==> config.mk <==
export PLATFORM = sky130hd
export DESIGN_NAME = nco_interp_ctrl
export DESIGN_NICKNAME = d
export VERILOG_FILES = /design/src/rtl/nco_interp_ctrl.sv
export SDC_FILE = /design/constraint.sdc
export NUM_CORES = 1
export LEC_CHECK = 0
export CAP_MARGIN = 30
export CORE_ASPECT_RATIO = 1.1
export CORE_MARGIN = 3
export CORE_UTILIZATION = 52
export DETAILED_ROUTE_END_ITERATION = 8
export GPL_TIMING_DRIVEN = 1
export PLACE_DENSITY = 0.88
export SLEW_MARGIN = 5
export SYNTH_ARGS = -nofsm -noshare
export SYNTH_HDL_FRONTEND = slang
export SYNTH_SLANG_ARGS = --single-unit
==> constraint.sdc <==
create_clock -name clk -period 2.9 [get_ports clk]
set_input_delay 0.58 -clock clk [delete_from_list [all_inputs] [get_ports clk]]
set_output_delay 0.58 -clock clk [all_outputs]
set_load 0.02 [all_outputs]
==> src/rtl/nco_interp_ctrl.sv <==
// Gardner timing-recovery interpolation controller: loop-filter error steers a
// decrementing modulo-1 NCO whose underflows emit interpolation strobes and mu.
module nco_interp_ctrl #(
   parameter int unsigned      NCO_W    = 32,
   parameter logic [NCO_W-1:0] W_NOM    = 32'h8000_0000,
   parameter logic [NCO_W-1:0] W_MIN    = 32'h7000_0000,
   parameter logic [NCO_W-1:0] W_MAX    = 32'h9000_0000,
   parameter int unsigned      FE_SHIFT = 0,
   parameter logic [NCO_W-1:0] ETA_INIT = 32'hFFFF_FFFF,
   parameter int unsigned      MU_SHIFT = 1,
   parameter int unsigned      MU_W     = 16
) (
   input  logic                    clk,
   input  logic                    reset,
   input  logic signed [NCO_W-1:0] fe,
   input  logic                    loop_out_en,
   input  logic                    sample_en,
   output logic                    strobe,
   output logic [MU_W-1:0]         mu,
   output logic                    sym_strobe,
   output logic                    mid_strobe,
   output logic                    w_clamped
);

   localparam int unsigned WR_W  = NCO_W + 2;
   localparam int unsigned MUX_W = NCO_W + MU_SHIFT;

   logic signed [NCO_W-1:0] fe_p0;
   logic signed [NCO_W-1:0] fe_sh;
   logic signed [WR_W-1:0]  w_raw;
   logic [NCO_W-1:0]        w_p1;
   logic [NCO_W-1:0]        eta;
   logic [NCO_W:0]          diff;
   logic                    borrow;
   logic                    phase;

   function automatic logic [NCO_W-1:0] clamp_w(input logic signed [WR_W-1:0] x);
      if (x < $signed({2'b00, W_MIN}))
         return W_MIN;
      if (x > $signed({2'b00, W_MAX}))
         return W_MAX;
      return x[NCO_W-1:0];
   endfunction

   function automatic logic out_of_range(input logic signed [WR_W-1:0] x);
      return (x < $signed({2'b00, W_MIN})) || (x > $signed({2'b00, W_MAX}));
   endfunction

   // mu is the residual eta scaled by SPS; any bit pushed past the MSB saturates
   function automatic logic [MU_W-1:0] sat_mu(input logic [NCO_W-1:0] eta_pre);
      logic [MUX_W-1:0] ext;
      ext = MUX_W'(eta_pre) << MU_SHIFT;
      if ((ext >> NCO_W) != '0)
         return '1;
      return ext[NCO_W-1 -: MU_W];
   endfunction

   assign fe_sh  = fe_p0 >>> FE_SHIFT;
   assign w_raw  = $signed({2'b00, W_NOM}) + $signed({{2{fe_sh[NCO_W-1]}}, fe_sh});
   assign diff   = {1'b0, eta} - {1'b0, w_p1};
   assign borrow = diff[NCO_W];

   always_ff @(posedge clk) begin
      if (reset) begin
         fe_p0      <= '0;
         w_p1       <= W_NOM;
         w_clamped  <= 1'b0;
         eta        <= ETA_INIT;
         phase      <= 1'b0;
         strobe     <= 1'b0;
         sym_strobe <= 1'b0;
         mid_strobe <= 1'b0;
         mu         <= '0;
      end else begin
         // stage p0: capture loop-filter error
         if (loop_out_en)
            fe_p0 <= fe;
         // stage p1: control word, one edge behind the captured error
         w_p1      <= clamp_w(w_raw);
         w_clamped <= out_of_range(w_raw);
         // NCO step and strobe generation use the word already in w_p1
         strobe     <= 1'b0;
         sym_strobe <= 1'b0;
         mid_strobe <= 1'b0;
         if (sample_en) begin
            eta <= diff[NCO_W-1:0];
            if (borrow) begin
               strobe     <= 1'b1;
               sym_strobe <= ~phase;
               mid_strobe <= phase;
               mu         <= sat_mu(eta);
               phase      <= ~phase;
            end
         end
      end
   end

endmodule

Word level (Yosys, flattened, before mapping)
Cells that the tools add are included.
{"block": "op_classes", "n_addsub": 2, "n_lt_le_gt_ge": 2, "n_mux": 16, "n_bitwise": 3, "n_reduce_logical": 4}
{"cell": "32-bit two-way mux", "count": 4}
{"cell": "33-bit by 32-bit adder with 34-bit output (first input constant)", "count": 1}
{"cell": "34-bit by 33-bit greater-than comparator with 1-bit output (second input constant)", "count": 1}
{"cell": "34-bit by 32-bit less-than comparator with 1-bit output (second input constant)", "count": 1}
{"cell": "32-bit by 32-bit subtractor with 33-bit output", "count": 1}
{"cell": "16-bit two-way mux", "count": 2}
{"cell": "1-bit two-way mux", "count": 10}
{"cell": "1-bit NOT", "count": 3}
{"cell": "3-bit OR reduction", "count": 1}
{"cell": "2-bit AND reduction", "count": 1}
{"cell": "2-bit OR reduction", "count": 1}
{"cell": "1-bit logical OR", "count": 1}
{"block": "word_totals", "register_bits": 117, "output_inout_bits": 20, "elab_cells": 36}

Depth between registers and ports, before layout
Gate-level depths: netlist of the first run.
{"block": "depth", "word_depth": 8, "depth_mapped": 13, "depth_no_buf": 12}

Least setup slack after synthesis of the first run
Ideal clock, no wire load.
{"block": "synth_timing", "path_type": "register -> register", "startpoint": "reg eta[0]", "endpoint": "reg mu[10]", "arrival_ps": 2639, "path_slack_ps": 143, "stages_incl_launch_ff": 14, "path_buffers": 2, "synth_period_minus_slack_ps": 2757, "cell_sequence": "dfxtp_1 -> inv_1 -> ha_1 -> fa_1 -> and2b_1 -> o2111ai_2 -> a21oi_2 -> o2111ai_2 -> a21oi_4 -> o221ai_4 -> and2_4 -> buf_8 -> buf_12 -> o221a_1"}
{"block": "synth_between", "elab_chain_cells": 2}
{"item": "from (decl)", "line": "32", "rtl": "logic [NCO_W-1:0] eta;"}
{"item": "from (signal assigned)", "line": "86", "rtl": "eta <= diff[NCO_W-1:0];"}
{"item": "32-bit by 32-bit subtractor with 33-bit output", "line": "60", "rtl": "assign diff = {1'b0, eta} - {1'b0, w_p1};"}
{"item": "2-bit AND reduction (no line)"}
{"item": "to (signal assigned)", "line": "91", "rtl": "mu <= sat_mu(eta);"}
{"item": "to (decl)", "line": "19", "rtl": "output logic [MU_W-1:0] mu,"}
No other way between the ends.
A chain may end at the register's enable or synchronous reset.

Worst setup path after layout of the first run
{"block": "layout_timing", "startpoint": "reg w_p1[11]", "endpoint": "reg eta[25]"}
{"block": "layout_between", "elab_chain_cells": 1}
{"item": "from (decl)", "line": "31", "rtl": "logic [NCO_W-1:0] w_p1;"}
{"item": "from (signal assigned)", "line": "79", "rtl": "w_p1 <= clamp_w(w_raw);"}
{"item": "32-bit by 32-bit subtractor with 33-bit output", "line": "60"}
No other way between the ends.

==> results of run 1 <==
==> critical path, cell delays in order, from the launching register on <==
cell and delay, ns:
dfxtp_1 0.32, inv_1 0.06, ha_1 0.39, a21oi_1 0.25, nand2_1 0.08, a221o_1 0.36
a21oi_1 0.26, or3_1 0.26, a211oi_2 0.12, o31a_1 0.26, a221o_1 0.31
==> power breakdown <==
| group | internal (W) | switching (W) | total (W) |
|---|---|---|---|
| Clock | 0.00141 | 0.000782 | 0.00219 |
| Sequential | 0.00173 | 0.0000837 | 0.00181 |
| Combinational | 0.000382 | 0.000478 | 0.000861 |
==> what timing repair did <==
item	CTS	global route
setup endpoints to repair	0	18
buffers inserted	0	2
gates resized for setup	0	6
==> flip-flops by register name, indices dropped and copies added, names as in the netlist <==
register / flops
eta: 32
fe_p0: 32
w_p1: 32
mu: 16
mid_strobe: 1
phase: 1
strobe: 1
sym_strobe: 1
w_clamped: 1
==> layer usage <==
metal	vias to the layer above	GRT usage, %	share of wire [%]	wire length [µm]
li1	2363	-	-	-
met1	2252	28.01	43	6027
met2	170	40.56	49	6925
met3	33	4.975	5.4	751
met4	0	9.672	2.3	324
met5	-	0	0	0
==> layout make-up <==
cell class / instances / share of cell area [%]
repair buffers: 65 / 8.748
well taps: 143 / 2.543
clock buffers: 19 / 6.437
inverters: 46 / 2.454
flip-flops and latches: 117 / 33.29
clock inverters: 13 / 2.436
multi-input cells: 442 / 44.10
==> worst max path at each step <==
stage | slack (ns) | endpoint | depth (start not counted) | startpoint
after floorplan | 0.14 | mu[10] | 13 | eta[0]
after global placement | 0.20 | mu[4] | 11 | eta[0]
after detailed placement | 0.11 | mu[11] | 11 | eta[0]
after CTS | 0.09 | mu[11] | 11 | eta[0]
after global routing | -0.007 | mu[7] | 10 | w_p1[13]
final | 0.11 | eta[25] | 10 | w_p1[11]
==> cells in the final DEF, fill, tap and decap left out, drive strengths merged, types with 4 or more instances in the layout <==
master	count
a31oi	5
and2	32
clkinv	7
o21bai	4
mux2i	38
nor2	59
xnor2	10
buf	12
nor3	7
o31ai	4
o221a	16
ha	32
xor2	11
nand3	11
a21o	16
nand2	48
o211ai	11
dfxtp	117
inv	47
clkdlybuf4s50	53
nor4	10
and3	5
or2	4
clkbuf	19
a21oi	44
nand4	6
o21ai	26
==> logic make-up after synthesis <==
kind of cell,after synthesis,synth area share [%]
compound gates,154,19.47
xor+xnor,21,3.200
fa+ha+maj,33,7.315
buf+inv,80,6.074
flops,117,40.76
mux,38,6.619
simple gates,194,16.57
==> metrics by stage <==
| step | setup slack, ns | instance area (µm²) | utilization, % |
|---|---|---|---|
| 4_1_cts | 0.09330 | 6974 | 65.86 |
| 3_3_place_gp | 0.1951 | 6350 | 59.97 |
| 3_5_place_dp | 0.1137 | 6350 | 59.97 |
| 5_1_grt | -0.006520 | 7037 | 66.45 |
| 2_1_floorplan | 0.1426 | 5747 | - |
| 6_report | 0.1068 | 7037 | 66.45 |
==> run_results.csv, run 1 <==
group,metric,value,unit
run_status,status,"complete, no violations",
synth,ys_top_cells_by_area,"dfxtp_1 (41%), ha_1 (7.0%), mux2i_1 (6.6%), nor2_1 (3.9%), a21oi_1 (3.6%)",
cells_and_area,multi_input_area,3103,µm²
routing,drtIter0Drc,261,
synth,synthArstFlopShare,0,%
cells_and_area,syn_to_final_growth,22.45,%
clocking,cts_buffer_depth,2,
min_path,hold_class,"register to register",
synth,synth-edff-count,0,
setup_path,crit_fanout,5,
die,start_util,54.27,%
synth,synth_cell_types,65,
die,die_w,106.2,µm
synth,yosys.area.top_type,"dfxtp_1",
setup_path,critPathKind,"register to register",
global_route,grt_max_degree,36,
routing,viasPerCell,5.702,
synth,synth_nets,706,
pwr,finalPower,0.004861,W
timing,slew_violations,0,
placed_design,place_inst,809,
cells_and_area,regArea,2342,µm²
clocking,clk_pin_slew_worst_paths,0.06,ns
pwr,leakagePower,2.835,nW
timing,worst_pin_slew,0.9323,ns
clocking,cts.sinks,117,
synth,synth_most_common_cell,"dfxtp_1",
timing,slew_headroom,37.47,%
routing,drt-total-wl,14030,µm
flow_run,drv_cap,0,
synth,synth_top_area_share,40.76,%
cells_and_area,fill_cells,816,
setup_path,cp-end-kind,"register",
synth,synth_area,5747,µm²
setup_path,worstReg2RegEnd,"eta[25]",
timing,holdWs,0.4536,ns
synth,ys.flop_type,"dfxtp_1",
global_route,grt_pass1_wl,23240,µm
synth,ys_warn_count,0,
routing,ant_nets,0,
global_route,first_global_vias,4915,
setup_path,rr_startpoint,"w_p1[11]",
synth,synth_area_per_cell,9.022,µm²
min_path,holdCritStartpoint,"phase",
placed_design,port_buffers,55,
setup_path,start_kind,"register",
synth,ys_ff_latch,117,
setup_path,reg2reg_depth,10,
setup_path,cp_data_required_time,3.19,ns
placed_design,place_congestion,0.9473,
min_path,worstHoldEndpoint,"sym_strobe",
synth,ys_seq_area_share,40.76,%
pwr,ir_drop,0.3558,mV
routing,post-route-drc-count,0,
die,coreArea,10590,µm²
synth,synthTopCellsByCount,"dfxtp_1 (117), nor2_1 (59), nand2_1 (48), inv_1 (44), a21oi_1 (41)",
routing,wl_per_cell,16.60,µm
pwr,power_density,690.8,nW/µm²
timing,min_period,2.793,ns
cells_and_area,drive_gt1_share,8.689,%
die,die_area,12350,µm²
min_path,hold_depth,1,
timing,max_clock_freq,0.3580,GHz
clocking,htreeDepth,4,
setup_path,reg2reg_slack,0.11,ns
clocking,root_buffer,"clkbuf_16",
routing,drt_first_pass_iters,7,
timing,setup_tns,0,ns
cells_and_area,nets,758,
global_route,antenna_found_initial,0,
global_route,grt_usage,23.25,%
clocking,cts_hold_buf,0,
die,pin_count,56,
setup_path,arrival,3.08,ns
synth,synth_cells,637,
clocking,cts_tree,"yes",
timing,fin_crit_sh,96.32,%
clocking,numCtsBuffers,17,
cells_and_area,instances_no_fill,845,
die,fp-row-count,39,
clocking,clkLatencyLatePin,0.40,ns
global_route,overflow,0,
cells_and_area,antenna_cells,0,
timing,finClkSkew,0.009006,ns
routing,num_vias,4818,
timing,hold_viol_final,0,
die,die_h,116.3,µm
timing,setup_viol,0,
placed_design,post-dp-hpwl,9558,µm
(Power assumes the default switching activity.)
==> run 2, diff against run 1 <==
--- a/config.mk
+++ b/config.mk
@@ -7,7 +7,7 @@
 export LEC_CHECK = 0
 export CAP_MARGIN = 30
 export CORE_ASPECT_RATIO = 1.1
-export CORE_MARGIN = 3
+export CORE_MARGIN = 2
 export CORE_UTILIZATION = 52
 export DETAILED_ROUTE_END_ITERATION = 8
 export GPL_TIMING_DRIVEN = 1
==> constraint.sdc (replaced) <==
create_clock -name clk -period 2.9 [get_ports clk]
set_input_delay 0.29 -clock clk [delete_from_list [all_inputs] [get_ports clk]]
set_output_delay 0.29 -clock clk [all_outputs]
set_load 0.02 [all_outputs]
==> run 2 against run 1 <==
Compared with the run above:
- routed wire length fell by 2.4%
- combinational power barely moved
- via count fell by 0.37%
- die area fell by 3.6%
- cell area fell by 0.37%
- first-iteration DRC count rose by 5.0%
- non-clock buffer count did not move
- worst setup slack barely moved
- critical path depth rose by 1
- cell count rose by 0.36%
- largest cell class unchanged
==> run_results.csv, run 2 (synthesis results as in run 1) <==
group,metric,value,unit
die,start_util,52.91,%
setup_path,rr_startpoint,"eta[0]",
timing,finClkSkew,0.01122,ns
run_status,status,"complete, no violations",
cells_and_area,nets,757,
routing,drtIter0Drc,274,
routing,post-route-drc-count,0,
routing,drt-total-wl,13690,µm
min_path,holdCritStartpoint,"reset",
cells_and_area,antenna_cells,0,
timing,slew_headroom,38.13,%
global_route,antenna_found_initial,0,
routing,wl_per_cell,16.15,µm
cells_and_area,reg.largest.list,"eta (32), fe_p0 (32), w_p1 (32)",
routing,ant_nets,0,
cells_and_area,drive_gt1_share,8.559,%
clocking,clk_pin_slew_worst_paths,0.06,ns
timing,worst_pin_slew,0.9280,ns
pwr,leakagePower,2.812,nW
die,pin_count,56,
die,die_h,114.3,µm
min_path,hold_class,"input port to register",
clocking,root_buffer,"clkbuf_16",
timing,hold_viol_final,0,
clocking,cts_buffer_depth,2,
placed_design,post-dp-hpwl,9731,µm
setup_path,crit_fanout,9,
clocking,cts.sinks,117,
cells_and_area,final_common_cell,"dfxtp_1",
routing,viasPerCell,5.660,
flow_run,drv_cap,0,
clocking,numCtsBuffers,17,
timing,setup_viol,0,
die,die_w,104.2,µm
timing,max_clock_freq,0.3580,GHz
die,coreArea,10860,µm²
clocking,htreeDepth,4,
global_route,grt_pass1_wl,22690,µm
global_route,grt_max_degree,36,
cells_and_area,multi_input_area,3095,µm²
clocking,cts_hold_buf,0,
setup_path,critPathKind,"register to register",
pwr,ir_drop,0.3849,mV
cells_and_area,fill_cells,873,
setup_path,cp_data_required_time,3.20,ns
die,fp-row-count,40,
timing,setup_slack,0.1070,ns
cells_and_area,layout_common_cells,"dfxtp_1 (117), nor2_1 (59), clkdlybuf4s50_1 (53)",
placed_design,port_buffers,55,
placed_design,dp_slack,0.05366,ns
routing,drt_first_pass_iters,5,
clocking,cts_tree,"yes",
clocking,clkLatencyLatePin,0.42,ns
global_route,overflow,0,
timing,fin_crit_sh,96.31,%
setup_path,start_kind,"register",
cells_and_area,utilization,64.55,%
placed_design,place_congestion,0.9029,
pwr,power_density,679.0,nW/µm²
timing,min_period,2.793,ns
routing,num_vias,4800,
setup_path,crit_start,"eta[0]",
setup_path,cp-end-kind,"register",
setup_path,arrival,3.10,ns
die,die_area,11910,µm²
global_route,grt_usage,24.04,%
cells_and_area,regArea,2342,µm²
timing,slew_violations,0,
global_route,first_global_vias,4701,
cells_and_area,syn_to_final_growth,21.99,%
## run 2: metal layers
layer	track usage, %	part of all wire [%]	up-vias
met5	0	0	-
met4	13.06	3.7	0
met3	5.407	5.9	53
met2	41.49	49	184
met1	27.90	42	2205
li1	-	-	2358
## run 2: path summary, 6_finish.rpt
path | endpoint | slack (ns) | cells past startpoint
max | mu[2] | 0.11 | 11
min | fe_p0[3] | 0.36 | 2
max reg2reg | mu[2] | 0.11 | 11
min reg2reg | sym_strobe | 0.45 | 1
## run 2: cell type report
| class | count | area share, % |
|---|---|---|
| Inverter | 46 | 2.463 |
| Multi-Input combinational cell | 441 | 44.15 |
| Clock inverter | 13 | 2.106 |
| Tap cell | 147 | 2.624 |
| Clock buffer | 19 | 6.461 |
| Timing Repair Buffer | 65 | 8.781 |
| Sequential cell | 117 | 33.41 |
## run 2: repair_timing
item                                    4_1_cts  5_1_grt
gates resized for setup                       0        6
buffers inserted                              0        2
endpoints found under the setup margin        0       18
## run 2: critical path, cell delays in order, from the launching register on
cell	delay [ns]
dfxtp_1	0.32
inv_1	0.04
ha_1	0.22
fa_2	0.39
and2b_1	0.26
o2111ai_2	0.14
a21oi_2	0.25
o2111ai_4	0.16
a21oi_4	0.22
o221ai_4	0.17
and2_4	0.23
o221a_1	0.26
## run 2: per-stage QoR
stage / total power, W / instances / hold WS [ns] / cell area, µm² / setup TNS [ns]
final: 0.004760 / 848 / 0.3621 / 7010 / 0
after global routing: 0.004961 / 848 / 0.3757 / 7010 / -0.03727
after CTS: 0.004766 / 845 / 0.3497 / 6955 / 0
after detailed placement: 0.002667 / 813 / 0.4424 / 6355 / 0
after global placement: 0.002631 / 813 / 0.4317 / 6355 / 0
after floorplan: 0.002423 / 637 / 0.4216 / 5747 / 0
## run 2: power breakdown
group,total (W),internal [W],switching (W)
registers,0.00181,0.00173,0.0000814
clock network,0.00210,0.00132,0.000779
logic,0.000858,0.000383,0.000476
total,0.00476,0.00342,0.00134
